===== src/rtl/mul_arbiter.sv =====
// Round-robin front end that lets N clients share one multiplier: grant, issue,
// wait for done (with a timeout guard), then hand the result back with an ack.
module mul_arbiter #(
    parameter int N       = 4,
    parameter int W       = 32,
    parameter int TIMEOUT = 64
) (
    input  logic           clk,
    input  logic           rst,
    input  logic [N-1:0]   req,
    input  logic [N*W-1:0] op1_in,
    input  logic [N*W-1:0] op2_in,
    output logic [N-1:0]   ack,
    output logic [W-1:0]   res,
    output logic           err,
    output logic           busy,
    output logic           mul_ready,
    output logic [W-1:0]   mul_op1,
    output logic [W-1:0]   mul_op2,
    input  logic [W-1:0]   mul_res,
    input  logic           mul_done,
    output logic [1:0]     dbg_state
);

    localparam int PW = (N > 1) ? $clog2(N) : 1;
    localparam int CW = $clog2(TIMEOUT);
    localparam logic [CW-1:0] CNT_LAST = CW'(TIMEOUT - 1);

    // Handshakes: req is a level held until its ack; ack is a one-cycle pulse
    // qualifying res/err; mul_ready is a one-cycle start and mul_done is a
    // completion strobe that only counts while in WAIT.
    typedef enum logic [1:0] {
        IDLE  = 2'd0,
        ISSUE = 2'd1,
        WAIT  = 2'd2,
        RET   = 2'd3
    } state_t;

    state_t          state_q, state_d;
    logic [PW-1:0]   ptr_q, ptr_d;
    logic [PW-1:0]   g_q, g_d;
    logic [CW-1:0]   cnt_q, cnt_d;
    logic [N-1:0]    ack_q, ack_d;
    logic [W-1:0]    res_q, res_d;
    logic            err_q, err_d;
    logic            busy_q, busy_d;
    logic            mul_ready_q, mul_ready_d;
    logic [W-1:0]    op1_q, op1_d;
    logic [W-1:0]    op2_q, op2_d;

    logic [W-1:0]    op1_arr [N];
    logic [W-1:0]    op2_arr [N];
    logic            gnt_vld;
    logic [PW-1:0]   gnt_idx;

    for (genvar i = 0; i < N; i++) begin : g_unpack
        assign op1_arr[i] = op1_in[i*W +: W];
        assign op2_arr[i] = op2_in[i*W +: W];
    end

    // Scan starts just after the last winner so every requester gets a turn.
    always_comb begin
        int          idx;
        logic [PW-1:0] idx_w;
        gnt_vld = 1'b0;
        gnt_idx = '0;
        idx     = 0;
        idx_w   = '0;
        for (int k = 1; k <= N; k++) begin
            idx   = (int'(ptr_q) + k) % N;
            idx_w = PW'(idx);
            if (!gnt_vld && req[idx_w]) begin
                gnt_vld = 1'b1;
                gnt_idx = idx_w;
            end
        end
    end

    always_comb begin
        state_d     = state_q;
        ptr_d       = ptr_q;
        g_d         = g_q;
        cnt_d       = cnt_q;
        ack_d       = '0;
        res_d       = res_q;
        err_d       = err_q;
        busy_d      = busy_q;
        mul_ready_d = 1'b0;
        op1_d       = op1_q;
        op2_d       = op2_q;
        case (state_q)
            IDLE: begin
                if (gnt_vld) begin
                    g_d         = gnt_idx;
                    ptr_d       = gnt_idx;
                    op1_d       = op1_arr[gnt_idx];
                    op2_d       = op2_arr[gnt_idx];
                    mul_ready_d = 1'b1;
                    busy_d      = 1'b1;
                    state_d     = ISSUE;
                end
            end
            ISSUE: begin
                cnt_d   = '0;
                state_d = WAIT;
            end
            WAIT: begin
                cnt_d = cnt_q + CW'(1);
                // A done arriving on the last counted cycle still wins over the timeout.
                if (mul_done) begin
                    res_d       = mul_res;
                    err_d       = 1'b0;
                    ack_d[g_q]  = 1'b1;
                    state_d     = RET;
                end else if (cnt_q == CNT_LAST) begin
                    res_d       = '0;
                    err_d       = 1'b1;
                    ack_d[g_q]  = 1'b1;
                    state_d     = RET;
                end
            end
            RET: begin
                busy_d  = 1'b0;
                state_d = IDLE;
            end
            default: state_d = IDLE;
        endcase
    end

    always_ff @(posedge clk or negedge rst) begin
        if (!rst) begin
            state_q     <= IDLE;
            ptr_q       <= PW'(N - 1);
            g_q         <= '0;
            cnt_q       <= '0;
            ack_q       <= '0;
            res_q       <= '0;
            err_q       <= 1'b0;
            busy_q      <= 1'b0;
            mul_ready_q <= 1'b0;
            op1_q       <= '0;
            op2_q       <= '0;
        end else begin
            state_q     <= state_d;
            ptr_q       <= ptr_d;
            g_q         <= g_d;
            cnt_q       <= cnt_d;
            ack_q       <= ack_d;
            res_q       <= res_d;
            err_q       <= err_d;
            busy_q      <= busy_d;
            mul_ready_q <= mul_ready_d;
            op1_q       <= op1_d;
            op2_q       <= op2_d;
        end
    end

    assign ack       = ack_q;
    assign res       = res_q;
    assign err       = err_q;
    assign busy      = busy_q;
    assign mul_ready = mul_ready_q;
    assign mul_op1   = op1_q;
    assign mul_op2   = op2_q;
    assign dbg_state = state_q;

endmodule


===== config.mk =====
export PLATFORM = sky130hd
export DESIGN_NAME = mul_arbiter
export DESIGN_NICKNAME = d
export VERILOG_FILES = /design/src/rtl/mul_arbiter.sv
export SDC_FILE = /design/constraint.sdc
export NUM_CORES = 1
export LEC_CHECK = 0
export BUFFER_PORTS_ARGS = -buffer_cell sky130_fd_sc_hd__buf_2
export CAP_MARGIN = 5
export CORE_AREA = 2 2 157 159
export DETAILED_ROUTE_END_ITERATION = 6
export DIE_AREA = 0 0 159 161
export SYNTH_ARGS = -nofsm -noshare
export SYNTH_HDL_FRONTEND = slang
export SYNTH_SLANG_ARGS = --single-unit
export TNS_END_PERCENT = 5

===== constraint.sdc =====
create_clock -name clk -period 5.2 [get_ports clk]
set_clock_uncertainty 0.1 [all_clocks]
set_input_delay 1.04 -clock clk [delete_from_list [all_inputs] [get_ports clk]]
set_output_delay 1.04 -clock clk [all_outputs]
set_load 0.01 [all_outputs]

# Word level (Yosys, flattened, before mapping)
# Index checks and enable logic that the tools add are counted.
# Widths: inputs -> output; s select.
# word_totals
regBits,115
out_inout_bits,105
# op_classes
n_reduce_logical,15
eq_ne,6
mux,40
addsub,5
order_cmp,7
bitwise_logic,1
# op_table
cell,count
$mux 32,6
$bmux 32 s2,2
$lt 2x3->1 const B,5
$mux 1,14
$mux 2,7
$mux 4,3
$pmux 6 s2,1
$bmux 1 s2,4
$pmux 2 s4,1
$reduce_and 2->1,4
$add 6x1->6 const B,1
$eq 6x6->1 const B,1
$reduce_bool 2->1,3
$add 2x1->2 const B,2
$add 2x2->2 const B,2
$eq 2x2->1 const B,2
$logic_and 1x1->1,4
$ge 3x3->1 const B,1
$logic_not 1->1,3
$ne 3x3->1 const B,1
$not 2->3,1
$demux 1 s2,1
$eq 2x1->1 const B,1
$ge 2x1->1 const B,1
other kinds (3),3

# Logic depth before layout (Yosys ltp)
# depth
depth_word,17
ltp_mapped,8
depth_no_buf,6

# Least setup slack after synthesis
# Ideal clock, no wire load.
# synth_path
path_type,input -> register
from,in req[3]
to,"reg op2_q[10], in the netlist mul_op2[10]"
t_arrival_ns,2.276
setup_slack_ns,2.692
setup_time_ns,0.132
cell_stages,7
cell_sequence,mux2i_1 -> o32ai_2 -> a311oi_4 -> buf_6 -> buf_12 -> mux2i_1 -> o221ai_2
# synth_between
elab_chain_cells,16
word_cells_on_any_way,27
# synth_lines
item,line,source
start: declaration,10,"input logic [N-1:0] req,"
$bmux 1 s2,72,if (!gnt_vld && req[idx_w]) begin
$mux 1 (not written as such),72,
$mux 1,72,
$logic_not 1->1,72,
$logic_and 1x1->1,72,
$mux 1,72,
$logic_not 1->1,72,
$logic_and 1x1->1,72,
$mux 1,72,
$logic_not 1->1,72,
$logic_and 1x1->1,72,
$mux 2,72,
$not 2->3 (not written as such),97,op2_d = op2_arr[gnt_idx];
$bmux 32 s2,97,
$mux 32 (not written as such) (2 in series),97,
end signal: assignment,154,op2_q <= op2_d;
end: declaration,49,"logic [W-1:0] op2_q, op2_d;"
# Several ways; a longest one is shown, not always the timed one. The select of a mux whose other input is x is not followed.
# A chain may end at the register's enable or synchronous reset.

# Worst setup path in the final report
# layout_path
from,in req[1]
to,"reg op2_q[5], in the netlist mul_op2[5]"
# The elaborated chain is that of the path after synthesis.

==> flow_summary.ini <==
[run_status]
outcome = finished clean

[floorplan]
core_area_um2 = 24000
die_x_um = 159
dieArea_um2 = 25600
initial_core_util_pct = 27.4
rows = 57
die_h_um = 161
pin_count = 400

[timing]
rsz0062_at_grt = no
drv_slew = 0
fin_crit_sh_pct = 63.6
final.min_clock_period_ns = 3.31
worst_slew_pin_slew_ns = 1.17
setup_viol = 0
holdWs_ns = 0.384
finalHoldViolCount = 0
finalSetupTns_ns = 0
max_freq_mhz = 303
slew_headroom_pct = 21.7

[placed_design]
gp_congestion = 0.753
postPlaceCellArea_um2 = 8640
numPortBuffers = 399
hpwl_mm = 15.4

[job]
max-cap-violations = 0

[route]
drc = 0
vias = 5671
wl_per_cell_um = 16.1
drt-total-wl_mm = 20.0
drt_pass1_iterations = 6
postRouteAntennaNets = 0
via_per_inst = 4.55
drt_iter0_markers = 278

[setup_path]
cp-end-kind = register
critPathLaunchType = input port
critical_path_class = in2reg
crit_required_ns = 5.35
ff2ff_setup_slack_ns = 2.49
critPathArrivalTime_ns = 3.46
critPathMaxFanout = 36

[clocking]
clock_latency_ns = 0.40
cts-root-buf = clkbuf_16
cts_inserted_buffers = 17
clock-sinks = 115
cts_hold_buf = 0
cts_tree = yes
clk_path_buf_depth = 2
clk_pin_slew_ns = 0.06
ctsResizeCount = 0
h-tree-depth = 4
cts_setup_buffers = 0

[finish]
final_common_cell = buf_2
mostFrequentLayoutCells = 398 x buf_2, 129 x mux2i_1, 113 x dfrtp_1
antennaDiodeCount = 0
nNetsFinal = 1209
area_growth_pct = 40.0
final_cell_area_um2 = 9200
drive_above_1_share_pct = 55.3

[power_and_ir_drop]
p_per_area_nw_per_um2 = 570
power_uw = 5240
p_leak_uw = 0.00479
ir_drop_uv = 434

[synthesis]
yosys.area.top_type = dfrtp_1
ys_ff_latch = 115
synthArstFlopShare_pct = 100
yosysSeqAreaShare_pct = 43.8
syn_nets = 827
yosysUniqueCellTypes = 41
synth_top_area_share_pct = 43.0
synth_edf_count = 0
synth.top_cells.by_area = dfrtp_1 43%, mux2i_1 20%, o221ai_2 14%, a22o_1 4.3%, nand2_1 4.2%
synthCells = 527
syn_avg_cell_area_um2 = 12.5
ys.warnings.count = 0
synth_ff_type = dfrtp_1
synthesis.area_um2 = 6570

[global_route]
grt_max_degree = 68
antenna_found_initial = 0
grt_pass1_vias = 5853
use_met3_pct = 5.06
met1_usage_pct = 18.7
gr-usage-met2_pct = 26.5
grt_first_pass_wirelength_mm = 31.5
overflow = 0
grtUsageTotal_pct = 15.4
top_usage_layer = met2

[worst_hold_path]
min_path_type = reg2reg
[power by group]
group | internal [uW] | total, uW | leakage, uW | switching, uW
registers | 1320 | 1570 | 0.00143 | 247
clock network | 632 | 1130 | 0.000268 | 494
logic | 1140 | 2550 | 0.00309 | 1410
total | 3090 | 5240 | 0.00479 | 2150
[synth_stat cells, types with 5 or more instances]
| master | count |
|---|---|
| a22o_1 | 32 |
| inv_1 | 12 |
| clkbuf_1 | 11 |
| mux2i_1 | 129 |
| buf_6 | 6 |
| buf_12 | 13 |
| ha_1 | 5 |
| o221ai_2 | 61 |
| dfrtp_1 | 113 |
| nand2_1 | 74 |
| buf_4 | 7 |
| buf_2 | 7 |
| nor2_1 | 6 |
| o21ai_0 | 10 |
[logic make-up after synthesis]
group	synth area share (%)
compound gates	21.1
fa+ha+maj	0.952
flops	43.8
mux	19.7
xor+xnor	0.133
buf+inv	7.69
simple gates	6.63
[routing by layer]
metal | part of all wire, % | up-vias
met2 | 50 | 258
met3 | 7.7 | 17
met1 | 41 | 2622
met4 | 1.3 | 0
met5 | 0 | -
li1 | - | 2774
[sequential cells by signal, summed over array words and instances, names as in the netlist]
signal     flops
ptr_q          2
mul_op2       32
ack            4
mul_op1       32
dbg_state      2
res           32
mul_ready      1
g_q            2
busy           1
err            1
cnt_q          6
[final timing paths]
path	depth (start not counted)	to	from
max reg2reg	6	mul_op2[5]	dbg_state[0]
min reg2reg	2	mul_op2[2]	mul_op2[2]
min in group asynchronous	1	res[31]	rst
min	2	mul_op2[2]	mul_op2[2]
max in group asynchronous	2	mul_op1[20]	rst
max	6	mul_op2[5]	req[1]
[metrics by stage]
stage / cells / utilization (%) / worst slack (ns)
3_3_place_gp: 1214 / 36.1 / 1.46
2_1_floorplan: 527 / - / 2.69
3_5_place_dp: 1214 / 36.1 / 1.42
4_1_cts: 1246 / 38.4 / 1.86
6_report: 1246 / 38.4 / 1.89
5_1_grt: 1246 / 38.4 / 1.71
[worst max-delay path, stage by stage]
cell      delay (ns)
buf_2           0.14
or4_4           0.55
nand2_2         0.50
or2_4           0.71
buf_4           0.35
o221ai_2        0.13
[final cells by class]
class                      count  area, um^2
fill                        2387       14800
multi-input combinational    355        3190
sequential                   115        2880
timing repair buffer         408        2120
clock buffer                  17         425
tap                          324         405
clock inverter                15         135
inverter                      12        45.0
Power figures use the tool's default switching activity.
